`config.mk`:
```
export PLATFORM = sky130hd
export DESIGN_NAME = mem_req_sequencer_flat
export DESIGN_NICKNAME = d
export VERILOG_FILES = /design/src/rtl/mem_req_sequencer_if.sv /design/src/rtl/mem_req_sequencer.sv /design/src/flat_wrapper.sv
export SDC_FILE = /design/constraint.sdc
export NUM_CORES = 1
export LEC_CHECK = 0
export CAP_MARGIN = 20
export CORE_AREA = 2 2 125 127
export CTS_CLUSTER_SIZE = 16
export DETAILED_ROUTE_END_ITERATION = 8
export DIE_AREA = 0 0 127 129
export SYNTH_ARGS = -nofsm -noshare
export SYNTH_HDL_FRONTEND = slang
export SYNTH_SLANG_ARGS = --single-unit
```
`constraint.sdc`:
```
create_clock -name clk -period 2.45 [get_ports clk]
set_input_delay 0.245 -clock clk [delete_from_list [all_inputs] [get_ports clk]]
set_output_delay 0.245 -clock clk [all_outputs]
set_load 0.01 [all_outputs]
```
`src/rtl/mem_req_sequencer_if.sv`:
```
// ---------------------------------------------------------------------------
// mem_req_sequencer_if
//   Bundles the three channels around mem_req_sequencer:
//     req_*  host -> sequencer command channel (valid/ready)
//     rsp_*  sequencer -> host read-response channel (valid/ready)
//     mem_*  sequencer <-> 32x8 memory port strobes and data
//   Modports:
//     slave  : the sequencer's view (consumes commands, drives memory)
//     master : the environment's view (host plus memory model)
// ---------------------------------------------------------------------------
interface mem_req_sequencer_if #(
  parameter int ADDR_W = 5,
  parameter int DATA_W = 8
);
  logic              req_valid;
  logic              req_ready;
  logic              req_wr;
  logic [ADDR_W-1:0] req_addr;
  logic [DATA_W-1:0] req_wdata;

  logic              rsp_valid;
  logic              rsp_ready;
  logic [ADDR_W-1:0] rsp_addr;
  logic [DATA_W-1:0] rsp_rdata;

  logic              mem_read;
  logic              mem_write;
  logic [ADDR_W-1:0] mem_addr;
  logic [DATA_W-1:0] mem_data_in;
  logic [DATA_W-1:0] mem_data_out;

  modport slave (
    input  req_valid, req_wr, req_addr, req_wdata, rsp_ready, mem_data_out,
    output req_ready, rsp_valid, rsp_addr, rsp_rdata,
           mem_read, mem_write, mem_addr, mem_data_in
  );

  modport master (
    output req_valid, req_wr, req_addr, req_wdata, rsp_ready, mem_data_out,
    input  req_ready, rsp_valid, rsp_addr, rsp_rdata,
           mem_read, mem_write, mem_addr, mem_data_in
  );
endinterface

```
`src/rtl/mem_req_sequencer.sv`:
```
// ---------------------------------------------------------------------------
// mem_req_sequencer
//   Upstream driver for a 32x8 memory port. Host commands (read/write) are
//   accepted over a valid/ready channel into an in-order FIFO, issued one at
//   a time as memory strobes, and read data is captured RD_LAT cycles after
//   mem_read rises and returned over a valid/ready response channel.
//
// Ports
//   clk    in   single clock, rising edge
//   reset  in   asynchronous, active-high; empties the FIFO, forces IDLE and
//               clears every output except req_ready (which reads 1)
//   bus    slave modport of mem_req_sequencer_if (req_*, rsp_*, mem_*)
//   busy   out  FSM not IDLE or FIFO not empty
//   wr_count / rd_count (16 bit, out) only when MEM_REQ_STATS_EN is defined:
//               saturating counts of issued write / read strobes
//
// Build option
//   MEM_REQ_STATS_EN : adds wr_count / rd_count. Undefined by default.
//
// Parameters
//   DEPTH  FIFO entries (power of 2, >= 2)
//   ADDR_W memory address width
//   DATA_W memory data width
//   RD_LAT cycles mem_read is held before mem_data_out is sampled (1..3)
// ---------------------------------------------------------------------------
module mem_req_sequencer #(
  parameter int DEPTH  = 4,
  parameter int ADDR_W = 5,
  parameter int DATA_W = 8,
  parameter int RD_LAT = 1
) (
  input  logic                   clk,
  input  logic                   reset,
  mem_req_sequencer_if.slave     bus,
  output logic                   busy
`ifdef MEM_REQ_STATS_EN
  ,
  output logic [15:0]            wr_count,
  output logic [15:0]            rd_count
`endif
);

  localparam int PTR_W = $clog2(DEPTH);
  localparam int CNT_W = PTR_W + 1;
  localparam int ENT_W = 1 + ADDR_W + DATA_W;

  typedef enum logic [1:0] {
    IDLE      = 2'd0,
    WRITE     = 2'd1,
    READ_WAIT = 2'd2,
    RESP      = 2'd3
  } state_t;

  state_t state_q;
  state_t state_d;

  logic [ENT_W-1:0]  fifo_mem [DEPTH];
  logic [PTR_W-1:0]  wr_ptr_q;
  logic [PTR_W-1:0]  rd_ptr_q;
  logic [CNT_W-1:0]  cnt_q;
  logic              fifo_full;
  logic              fifo_empty;
  logic              push;
  logic              pop;

  logic              head_wr;
  logic [ADDR_W-1:0] head_addr;
  logic [DATA_W-1:0] head_wdata;

  logic [ADDR_W-1:0] mem_addr_p1;
  logic [DATA_W-1:0] mem_wdata_p1;
  logic [1:0]        lat_p1;
  logic              capture;

  logic [ADDR_W-1:0] rsp_addr_p2;
  logic [DATA_W-1:0] rsp_rdata_p2;

  // Saturating 16-bit increment for the statistics counters.
  function automatic logic [15:0] sat_inc(input logic [15:0] v);
    return (v == 16'hFFFF) ? v : v + 16'd1;
  endfunction

  // ---- FIFO (input stage) --------------------------------------------------
  assign fifo_full     = (cnt_q == CNT_W'(DEPTH));
  assign fifo_empty    = (cnt_q == '0);
  assign bus.req_ready = !fifo_full;
  assign push          = bus.req_valid && !fifo_full;
  // Only IDLE pops; a pending response therefore blocks further issue.
  assign pop           = (state_q == IDLE) && !fifo_empty;

  assign {head_wr, head_addr, head_wdata} = fifo_mem[rd_ptr_q];

  // Storage carries no reset: the count alone decides what is valid.
  always_ff @(posedge clk) begin
    if (push) begin
      fifo_mem[wr_ptr_q] <= {bus.req_wr, bus.req_addr, bus.req_wdata};
    end
  end

  // Pointers wrap naturally because DEPTH is a power of 2.
  always_ff @(posedge clk or posedge reset) begin
    if (reset) begin
      wr_ptr_q <= '0;
      rd_ptr_q <= '0;
      cnt_q    <= '0;
    end else begin
      if (push) wr_ptr_q <= wr_ptr_q + PTR_W'(1);
      if (pop)  rd_ptr_q <= rd_ptr_q + PTR_W'(1);
      case ({push, pop})
        2'b10:   cnt_q <= cnt_q + CNT_W'(1);
        2'b01:   cnt_q <= cnt_q - CNT_W'(1);
        default: cnt_q <= cnt_q;
      endcase
    end
  end

  // ---- FSM -----------------------------------------------------------------
  always_ff @(posedge clk or posedge reset) begin
    if (reset) state_q <= IDLE;
    else       state_q <= state_d;
  end

  assign capture = (state_q == READ_WAIT) && (lat_p1 == 2'd0);

  always_comb begin
    state_d = state_q;
    case (state_q)
      IDLE: begin
        if (!fifo_empty) state_d = head_wr ? WRITE : READ_WAIT;
      end
      WRITE:     state_d = IDLE;
      READ_WAIT: if (capture) state_d = RESP;
      RESP:      if (bus.rsp_ready) state_d = IDLE;
      default:   state_d = IDLE;
    endcase
  end

  // Strobes and response valid decode straight from the state register, so
  // an asynchronous reset drops them without waiting for a clock edge.
  always_comb begin
    bus.mem_write   = 1'b0;
    bus.mem_read    = 1'b0;
    bus.rsp_valid   = 1'b0;
    case (state_q)
      WRITE:     bus.mem_write = 1'b1;
      READ_WAIT: bus.mem_read  = 1'b1;
      RESP:      bus.rsp_valid = 1'b1;
      default: ;
    endcase
    bus.mem_addr    = mem_addr_p1;
    bus.mem_data_in = mem_wdata_p1;
    bus.rsp_addr    = rsp_addr_p2;
    bus.rsp_rdata   = rsp_rdata_p2;
    busy            = (state_q != IDLE) || !fifo_empty;
  end

  // ---- issue stage (p1): memory address/data and read-latency counter ------
  always_ff @(posedge clk or posedge reset) begin
    if (reset) begin
      mem_addr_p1  <= '0;
      mem_wdata_p1 <= '0;
      lat_p1       <= '0;
    end else begin
      if (pop) begin
        mem_addr_p1  <= head_addr;
        mem_wdata_p1 <= head_wdata;
        lat_p1       <= 2'(RD_LAT - 1);
      end else if (state_q == READ_WAIT && lat_p1 != 2'd0) begin
        lat_p1 <= lat_p1 - 2'd1;
      end
    end
  end

  // ---- response stage (p2): captured read data held until consumed ---------
  always_ff @(posedge clk or posedge reset) begin
    if (reset) begin
      rsp_addr_p2  <= '0;
      rsp_rdata_p2 <= '0;
    end else if (capture) begin
      rsp_addr_p2  <= mem_addr_p1;
      rsp_rdata_p2 <= bus.mem_data_out;
    end
  end

`ifdef MEM_REQ_STATS_EN
  // A strobe rises exactly at the edge that pops a command.
  always_ff @(posedge clk or posedge reset) begin
    if (reset) begin
      wr_count <= '0;
      rd_count <= '0;
    end else if (pop) begin
      if (head_wr) wr_count <= sat_inc(wr_count);
      else         rd_count <= sat_inc(rd_count);
    end
  end
`endif

endmodule

```
`src/flat_wrapper.sv`:
```
// flat-port wrapper written by rule: the top's interface ports become plain ports
module mem_req_sequencer_flat 
#(
  parameter int DEPTH  = 4,
  parameter int ADDR_W = 5,
  parameter int DATA_W = 8,
  parameter int RD_LAT = 1
)
  (clk, reset, busy, bus_req_valid, bus_req_wr, bus_req_addr, bus_req_wdata, bus_rsp_ready, bus_mem_data_out, bus_req_ready, bus_rsp_valid, bus_rsp_addr, bus_rsp_rdata, bus_mem_read, bus_mem_write, bus_mem_addr, bus_mem_data_in);
  mem_req_sequencer_if #(.ADDR_W(ADDR_W), .DATA_W(DATA_W)) bus_i ();
  input  logic clk;
  input  logic reset;
  output logic busy;
  input wire logic [$bits(bus_i.req_valid)-1:0] bus_req_valid;
  input wire logic [$bits(bus_i.req_wr)-1:0] bus_req_wr;
  input wire logic [$bits(bus_i.req_addr)-1:0] bus_req_addr;
  input wire logic [$bits(bus_i.req_wdata)-1:0] bus_req_wdata;
  input wire logic [$bits(bus_i.rsp_ready)-1:0] bus_rsp_ready;
  input wire logic [$bits(bus_i.mem_data_out)-1:0] bus_mem_data_out;
  output wire logic [$bits(bus_i.req_ready)-1:0] bus_req_ready;
  output wire logic [$bits(bus_i.rsp_valid)-1:0] bus_rsp_valid;
  output wire logic [$bits(bus_i.rsp_addr)-1:0] bus_rsp_addr;
  output wire logic [$bits(bus_i.rsp_rdata)-1:0] bus_rsp_rdata;
  output wire logic [$bits(bus_i.mem_read)-1:0] bus_mem_read;
  output wire logic [$bits(bus_i.mem_write)-1:0] bus_mem_write;
  output wire logic [$bits(bus_i.mem_addr)-1:0] bus_mem_addr;
  output wire logic [$bits(bus_i.mem_data_in)-1:0] bus_mem_data_in;
  assign bus_i.req_valid = bus_req_valid;
  assign bus_i.req_wr = bus_req_wr;
  assign bus_i.req_addr = bus_req_addr;
  assign bus_i.req_wdata = bus_req_wdata;
  assign bus_i.rsp_ready = bus_rsp_ready;
  assign bus_i.mem_data_out = bus_mem_data_out;
  assign bus_req_ready = bus_i.req_ready;
  assign bus_rsp_valid = bus_i.rsp_valid;
  assign bus_rsp_addr = bus_i.rsp_addr;
  assign bus_rsp_rdata = bus_i.rsp_rdata;
  assign bus_mem_read = bus_i.mem_read;
  assign bus_mem_write = bus_i.mem_write;
  assign bus_mem_addr = bus_i.mem_addr;
  assign bus_mem_data_in = bus_i.mem_data_in;
  mem_req_sequencer #(.DEPTH(DEPTH), .ADDR_W(ADDR_W), .DATA_W(DATA_W), .RD_LAT(RD_LAT)) u_core (.clk(clk), .reset(reset), .bus(bus_i), .busy(busy));
endmodule
```
==> results of run 1 <==
-- sequential cells by signal (all words and copies together), names as in the netlist --
signal	count
u_core.rd_ptr_q	2
u_core.fifo_mem	56
u_core.bus.mem_addr	5
u_core.bus.mem_data_in	8
u_core.state_q	2
u_core.bus.rsp_rdata	8
u_core.wr_ptr_q	2
u_core.cnt_q	3
u_core.lat_p1	2
u_core.bus.rsp_addr	5
-- layer usage --
metal / part of all wire [%] / vias to the layer above / GRT usage, %
met3: 5.5 / 9 / 3.95
met5: 0 / - / 0
li1: - / 850 / -
met1: 43 / 945 / 10.2
met4: 1.8 / 0 / 3.23
met2: 50 / 47 / 15.2
-- report_power, final --
part	leakage [nW]	total [mW]	switching, mW	internal (mW)
clock	0.137	1.31	0.603	0.708
sequential	0.951	2.50	0.313	2.19
combinational	0.677	2.11	0.851	1.26
-- through the flow --
| stage | utilization [%] | std cells | hold WS [ns] | setup slack [ns] | power [mW] |
|---|---|---|---|---|---|
| 6_report | 31.9 | 448 | 0.196 | 0.202 | 5.93 |
| 5_1_grt | 31.9 | 448 | 0.216 | 0.0243 | 6.32 |
| 4_1_cts | 31.7 | 447 | 0.370 | 0.188 | 6.04 |
| 3_5_place_dp | 29.9 | 431 | 0.493 | 0.205 | 4.70 |
| 3_3_place_gp | 29.9 | 431 | 0.486 | 0.290 | 4.64 |
| 2_1_floorplan | - | 189 | 0.344 | 0.256 | 3.84 |
-- worst max-delay path by stage --
stage                     slack, ns  cells after the start                     endpoint                           from
after floorplan                0.26                      9  u_core.cnt_q[2]$_DFFE_PP0P_  u_core.state_q[0]$_DFFE_PP0P_
after global placement         0.29                      8  u_core.cnt_q[2]$_DFFE_PP0P_    u_core.cnt_q[0]$_DFFE_PP0P_
after detailed placement       0.21                      8  u_core.cnt_q[2]$_DFFE_PP0P_    u_core.cnt_q[0]$_DFFE_PP0P_
after CTS                      0.19                      8  u_core.cnt_q[2]$_DFFE_PP0P_    u_core.cnt_q[0]$_DFFE_PP0P_
after global routing           0.02                      8  u_core.cnt_q[2]$_DFFE_PP0P_    u_core.cnt_q[0]$_DFFE_PP0P_
final                          0.20                      8  u_core.cnt_q[2]$_DFFE_PP0P_    u_core.cnt_q[0]$_DFFE_PP0P_
-- cell type report --
cell class              count  area [µm²]  share of cell area (%)
repair buffers             62         626                    13.1
well taps                 188         235                    4.92
flip-flops and latches     93        2610                    54.5
clock buffers              10         229                    4.79
inverters                   8        30.0                   0.628
multi-input cells          81        1000                    21.0
clock inverters             6        52.6                    1.10
-- layout by cell type (no fill, tap or decap), drive strengths merged, types with 2 or more instances in the layout --
| master | n |
|---|---|
| buf | 6 |
| clkinv | 2 |
| mux2 | 27 |
| clkdlybuf4s50 | 56 |
| ha | 6 |
| xor2 | 3 |
| nor2 | 4 |
| nor3 | 2 |
| mux4 | 14 |
| xnor2 | 4 |
| inv | 11 |
| dfrtp | 37 |
| clkbuf | 10 |
| edfxtp | 56 |
| nand2 | 5 |
| and3 | 4 |
-- critical path, delay by kind of cell, from the launching register on --
kind / cells / cell delay, ns
adders and majority gates: 2 / 0.63
xor gates and xnor gates: 2 / 0.30
buffers and inverters: 1 / 0.07
DFF: 1 / 0.42
and+or+nand+nor: 3 / 0.77
-- logic make-up (layout without fill, tap and decap cells) --
logic type / count (synthesis) / count (layout) / share of synthesized area (%)
DFF: 93 / 93 / 70.4
buffers and inverters: 15 / 86 / 2.53
xor gates and xnor gates: 7 / 7 / 1.66
and+or+nand+nor: 22 / 22 / 3.72
AOI/OAI and AO/OA: 3 / 3 / 0.811
muxes: 42 / 42 / 18.3
adders and majority gates: 7 / 7 / 2.57
==> run metrics, run 1 <==
CTS max path bufs=2; final setup fails=0; crit path cell chain=or3b_1, nand2_1, ha_1, inv_1, fa_1, xor2_1, nor2_1, xor2_1; IO Count=between 50 and 60; CP Launch Type=flop; DR pass1 iterations=4; first-pass GRT wire length=10800 µm; post-synth top area share=a little under half; DRT iter0 DRCs=69; Post-CTS Hold Buffers=0; GRT overflow=0; wire per inst=14.9 µm; clock sink count=93; Post-DP Area=0.00447 mm²; Initial Util=24.7%; row cnt=45; reg2reg end=u_core.cnt_q[2]$_DFFE_PP0P_; Slew HR=between 40 and 50%; Seq/Total Area, Yosys=around 70%; die area=0.0164 mm²; Setup TNS=0 ns; largest net degree at the start of global routing=27; Tightest Pin Transition=~0.78 ns; layout cell share with drive strength beyond 1=between 20% and 30%; Post-CTS Resized=0; PD cells=1240 mW/mm²; crit path DAT=2.51 ns; Crit-path slowest cell=or3b_1; htree depth=3; unrepaired setup endpoints after global routing=no; Ys Warns=0; Post-Route WL=6670 µm; synthesized area=0.00370 mm²; dominant synthesized flop cell=edfxtp_1; Reg2Reg Depth=8; WP data required=2.71 ns; status=finished clean; Die Y=around 130 µm; Vias=around 1900; number of setup buffers added after CTS=0; die width=127 µm; via-per-instance ratio=roughly 4.1; fin area=between 0.004 and 0.005 mm²; CTS clk-pin slew, worst paths=0.06 ns; # port buffers=56; syn nets=222; max-cap violations=0; CP Class=flop to flop; diode count=0; reg-to-reg slack, setup=around 0.2 ns; register bit total from synthesis=93; clk_lat worst skew=around 0.34 ns; RePlAce Congestion=just under 0.7; Yosys cell types=34; Final Max Tran Viols=0; Peak VDD IR=0.392 mV; P_leak=between 1.5 and 2 nW; most frequent cells after synthesis=edfxtp_1, dfrtp_1, mux2_2, inv_1, mux4_2; Core ar.=0.0150 mm²; Post-synth EDFFs=56; Fin. Hold Viols=0; count leader, synth=edfxtp_1; antenna-violating nets left=0; Synth Instances=189; Reg-to-Reg Start=u_core.cnt_q[0]$_DFFE_PP0P_; Tmin final=between 2 and 2.5 ns; CTS tree=built; peak fanout along the critical path=6; Final period util=91.7%; Mapped Avg Cell Area=19.6 µm²; # fillers=1476; FFs w/ async S/R, synth=approximately 40%; dominant cell type by area after synthesis=edfxtp_1; dominant cells by area after synthesis=edfxtp_1, dfrtp_1, mux2_2; Num CTS Buffers=9; # DRC=0; vias in the first global route=1967; Setup crit end kind=flop; Hold Crit Class=primary input to asynchronous set/reset pin; initial antenna violation count=0; Detail Placement HPWL=4430 µm; skew final=between 0.006 and 0.007 ns; FMAX=between 400 and 500 MHz; Most common cell on crit path=xor2_1; GRT Util Overall=9.01%; CTS Root Buffer Type=clkbuf_16; Area growth syn-to-layout=29.1%; CP peak stage delay=0.48 ns; # nets final=288
(Power assumes the default switching activity.)
==> run 2, diff against run 1 <==
--- a/config.mk
+++ b/config.mk
@@ -10,6 +10,8 @@
 export CTS_CLUSTER_SIZE = 16
 export DETAILED_ROUTE_END_ITERATION = 8
 export DIE_AREA = 0 0 127 129
+export GPL_ROUTABILITY_DRIVEN = 0
 export SYNTH_ARGS = -nofsm -noshare
 export SYNTH_HDL_FRONTEND = slang
 export SYNTH_SLANG_ARGS = --single-unit
+export TNS_END_PERCENT = 30
==> results of run 2 <==
No change in the layout: final DEF, timing and power equal those of run 1.
==> run 3, diff against run 2 <==
--- a/config.mk
+++ b/config.mk
@@ -11,7 +11,8 @@
 export DETAILED_ROUTE_END_ITERATION = 8
 export DIE_AREA = 0 0 127 129
 export GPL_ROUTABILITY_DRIVEN = 0
+export RECOVER_POWER = 25
 export SYNTH_ARGS = -nofsm -noshare
 export SYNTH_HDL_FRONTEND = slang
 export SYNTH_SLANG_ARGS = --single-unit
-export TNS_END_PERCENT = 30
+export TNS_END_PERCENT = 10
==> run metrics, run 3 (synthesis gave the netlist of run 1 again) <==
Core ar.=0.0150 mm² (unchanged); most frequent cells in the layout=edfxtp_1, clkdlybuf4s50_1, dfrtp_1; IO Count=57 (unchanged); PD cells=1240 mW/mm² (-0.15%); Post-CTS Hold Buffers=0 (unchanged); antenna-violating nets left=0 (unchanged); critical path's top delay family=simple AND/OR/NAND/NOR gates; max reg flops=56 (unchanged); M2 GR Usage=15.2% (unchanged); clk_lat worst skew=0.34 ns (about the same); # nets final=288 (unchanged); CP Class=flop to flop; die width=127 µm (unchanged); Final Power=5.92 mW (-0.15%); Tmin final=2.25 ns (+0.00528 ns); CTS max path bufs=2 (unchanged); final setup fails=0 (unchanged); CTS Root Buffer Type=clkbuf_16; Post-Route WL=6650 µm (-0.22%); die area=0.0164 mm² (unchanged); Top reg by flops=u_core.fifo_mem; M1 GR Usage=10.2% (unchanged); Most common cell on crit path=xor2_1; Util after Layout=31.9% (unchanged); # DRC=0 (unchanged); initial antenna violation count=0 (unchanged); CTS tree=built; via-per-instance ratio=4.12 (-0.27%); Fin. Hold Viols=0 (unchanged); peak fanout along the critical path=6 (unchanged); WP data required=2.71 ns (about the same); vias in the first global route=1967 (unchanged); CP Launch Type=flop; crit path cell chain=or3b_1, nand2_1, ha_1, inv_1, fa_1, xor2_1, nor2_1, xor2_1; Num CTS Buffers=9 (unchanged); # port buffers=56 (unchanged); GRT overflow=0 (unchanged); Crit-path slowest cell=or3b_1; largest net degree at the start of global routing=27 (unchanged); Reg-to-Reg Start=u_core.cnt_q[0]$_DFFE_PP0P_; Post-CTS Resized=0 (unchanged); DR pass1 iterations=4 (unchanged); Detail Placement HPWL=4430 µm (unchanged); skew final=0.00742 ns (+0.000922 ns); row cnt=45 (unchanged); crit path DAT=2.51 ns (about the same); reg2reg end=u_core.cnt_q[2]$_DFFE_PP0P_; CP peak stage delay=0.48 ns (about the same); P_leak=1.77 nW (+0.19%); Post-Place Worst Slack=0.205 ns (unchanged); Final Worst Setup Slack=0.197 ns (-0.00528 ns); Final Max Tran Viols=0 (unchanged); met3 Use GR=3.95% (unchanged); Buf/Inv on CP=1 (unchanged); wire per inst=14.9 µm (-0.22%); htree depth=3 (unchanged); Slew HR=48.2% (+0.50 points); Reg2Reg Depth=8 (unchanged); commonest non-fill, non-tap cell in the layout=edfxtp_1; Die Y=129 µm (unchanged); Initial Util=24.7% (unchanged); reg-to-reg slack, setup=0.20 ns (about the same); first-pass GRT wire length=10800 µm (unchanged); Setup crit end kind=flop; Top Usage Layer GRT=met2; Vias=1846 (-0.27%); Peak VDD IR=0.391 mV (-0.11%); unrepaired setup endpoints after global routing=no; FMAX=444 MHz (-0.23%); Final period util=92.0% (+0.22 points); DRT iter0 DRCs=69 (unchanged); GRT Util Overall=9.01% (unchanged); max-cap violations=0 (unchanged); Setup TNS=0 ns (unchanged); layout cell share with drive strength beyond 1=22.7% (unchanged); Area growth syn-to-layout=29.1% (unchanged); Tightest Pin Transition=0.777 ns (-0.00757 ns); status=finished clean; clock sink count=93 (unchanged); number of setup buffers added after CTS=0 (unchanged); Hold Crit Class=primary input to asynchronous set/reset pin; CTS clk-pin slew, worst paths=0.06 ns (about the same); diode count=0 (unchanged)
## run 3: worst max path at each step
| stage | start | end | slack [ns] | cells after the start |
|---|---|---|---|---|
| finish | u_core.cnt_q[0]$_DFFE_PP0P_ | u_core.cnt_q[2]$_DFFE_PP0P_ | 0.20 | 8 |
| CTS | u_core.cnt_q[0]$_DFFE_PP0P_ | u_core.cnt_q[2]$_DFFE_PP0P_ | 0.19 | 8 |
| global placement | u_core.cnt_q[0]$_DFFE_PP0P_ | u_core.cnt_q[2]$_DFFE_PP0P_ | 0.29 | 8 |
| global route | u_core.cnt_q[0]$_DFFE_PP0P_ | u_core.cnt_q[2]$_DFFE_PP0P_ | 0.02 | 8 |
| floorplan | u_core.state_q[0]$_DFFE_PP0P_ | u_core.cnt_q[2]$_DFFE_PP0P_ | 0.26 | 9 |
| detailed placement | u_core.cnt_q[0]$_DFFE_PP0P_ | u_core.cnt_q[2]$_DFFE_PP0P_ | 0.21 | 8 |
## run 3: metal layers
| layer | routed length [µm] | vias to the layer above |
|---|---|---|
| li1 | - | 849 |
| met1 | 2830 | 939 |
| met2 | 3330 | 49 |
| met3 | 372 | 9 |
| met4 | 121 | 0 |
| met5 | 0 | - |
## run 3: layout make-up
type                            count  area [µm²]
Tap cell                          188         235
Sequential cell                    93        2610
Multi-Input combinational cell     81        1000
Clock buffer                       10         229
Timing Repair Buffer               62         626
Fill cell                        1476       10200
Clock inverter                      6        52.6
Inverter                            8        30.0
## run 3: metrics by stage
step	cells	hold slack, ns	cell area [µm²]
after global placement	431	0.486	4470
final	448	0.332	4780
after CTS	447	0.370	4750
after floorplan	189	0.344	3700
after detailed placement	431	0.493	4470
after global routing	448	0.349	4780
## run 3: report_power, final
part           internal (mW)  switching (mW)
combinational           1.26           0.850
sequential              2.19           0.313
clock                  0.707           0.600
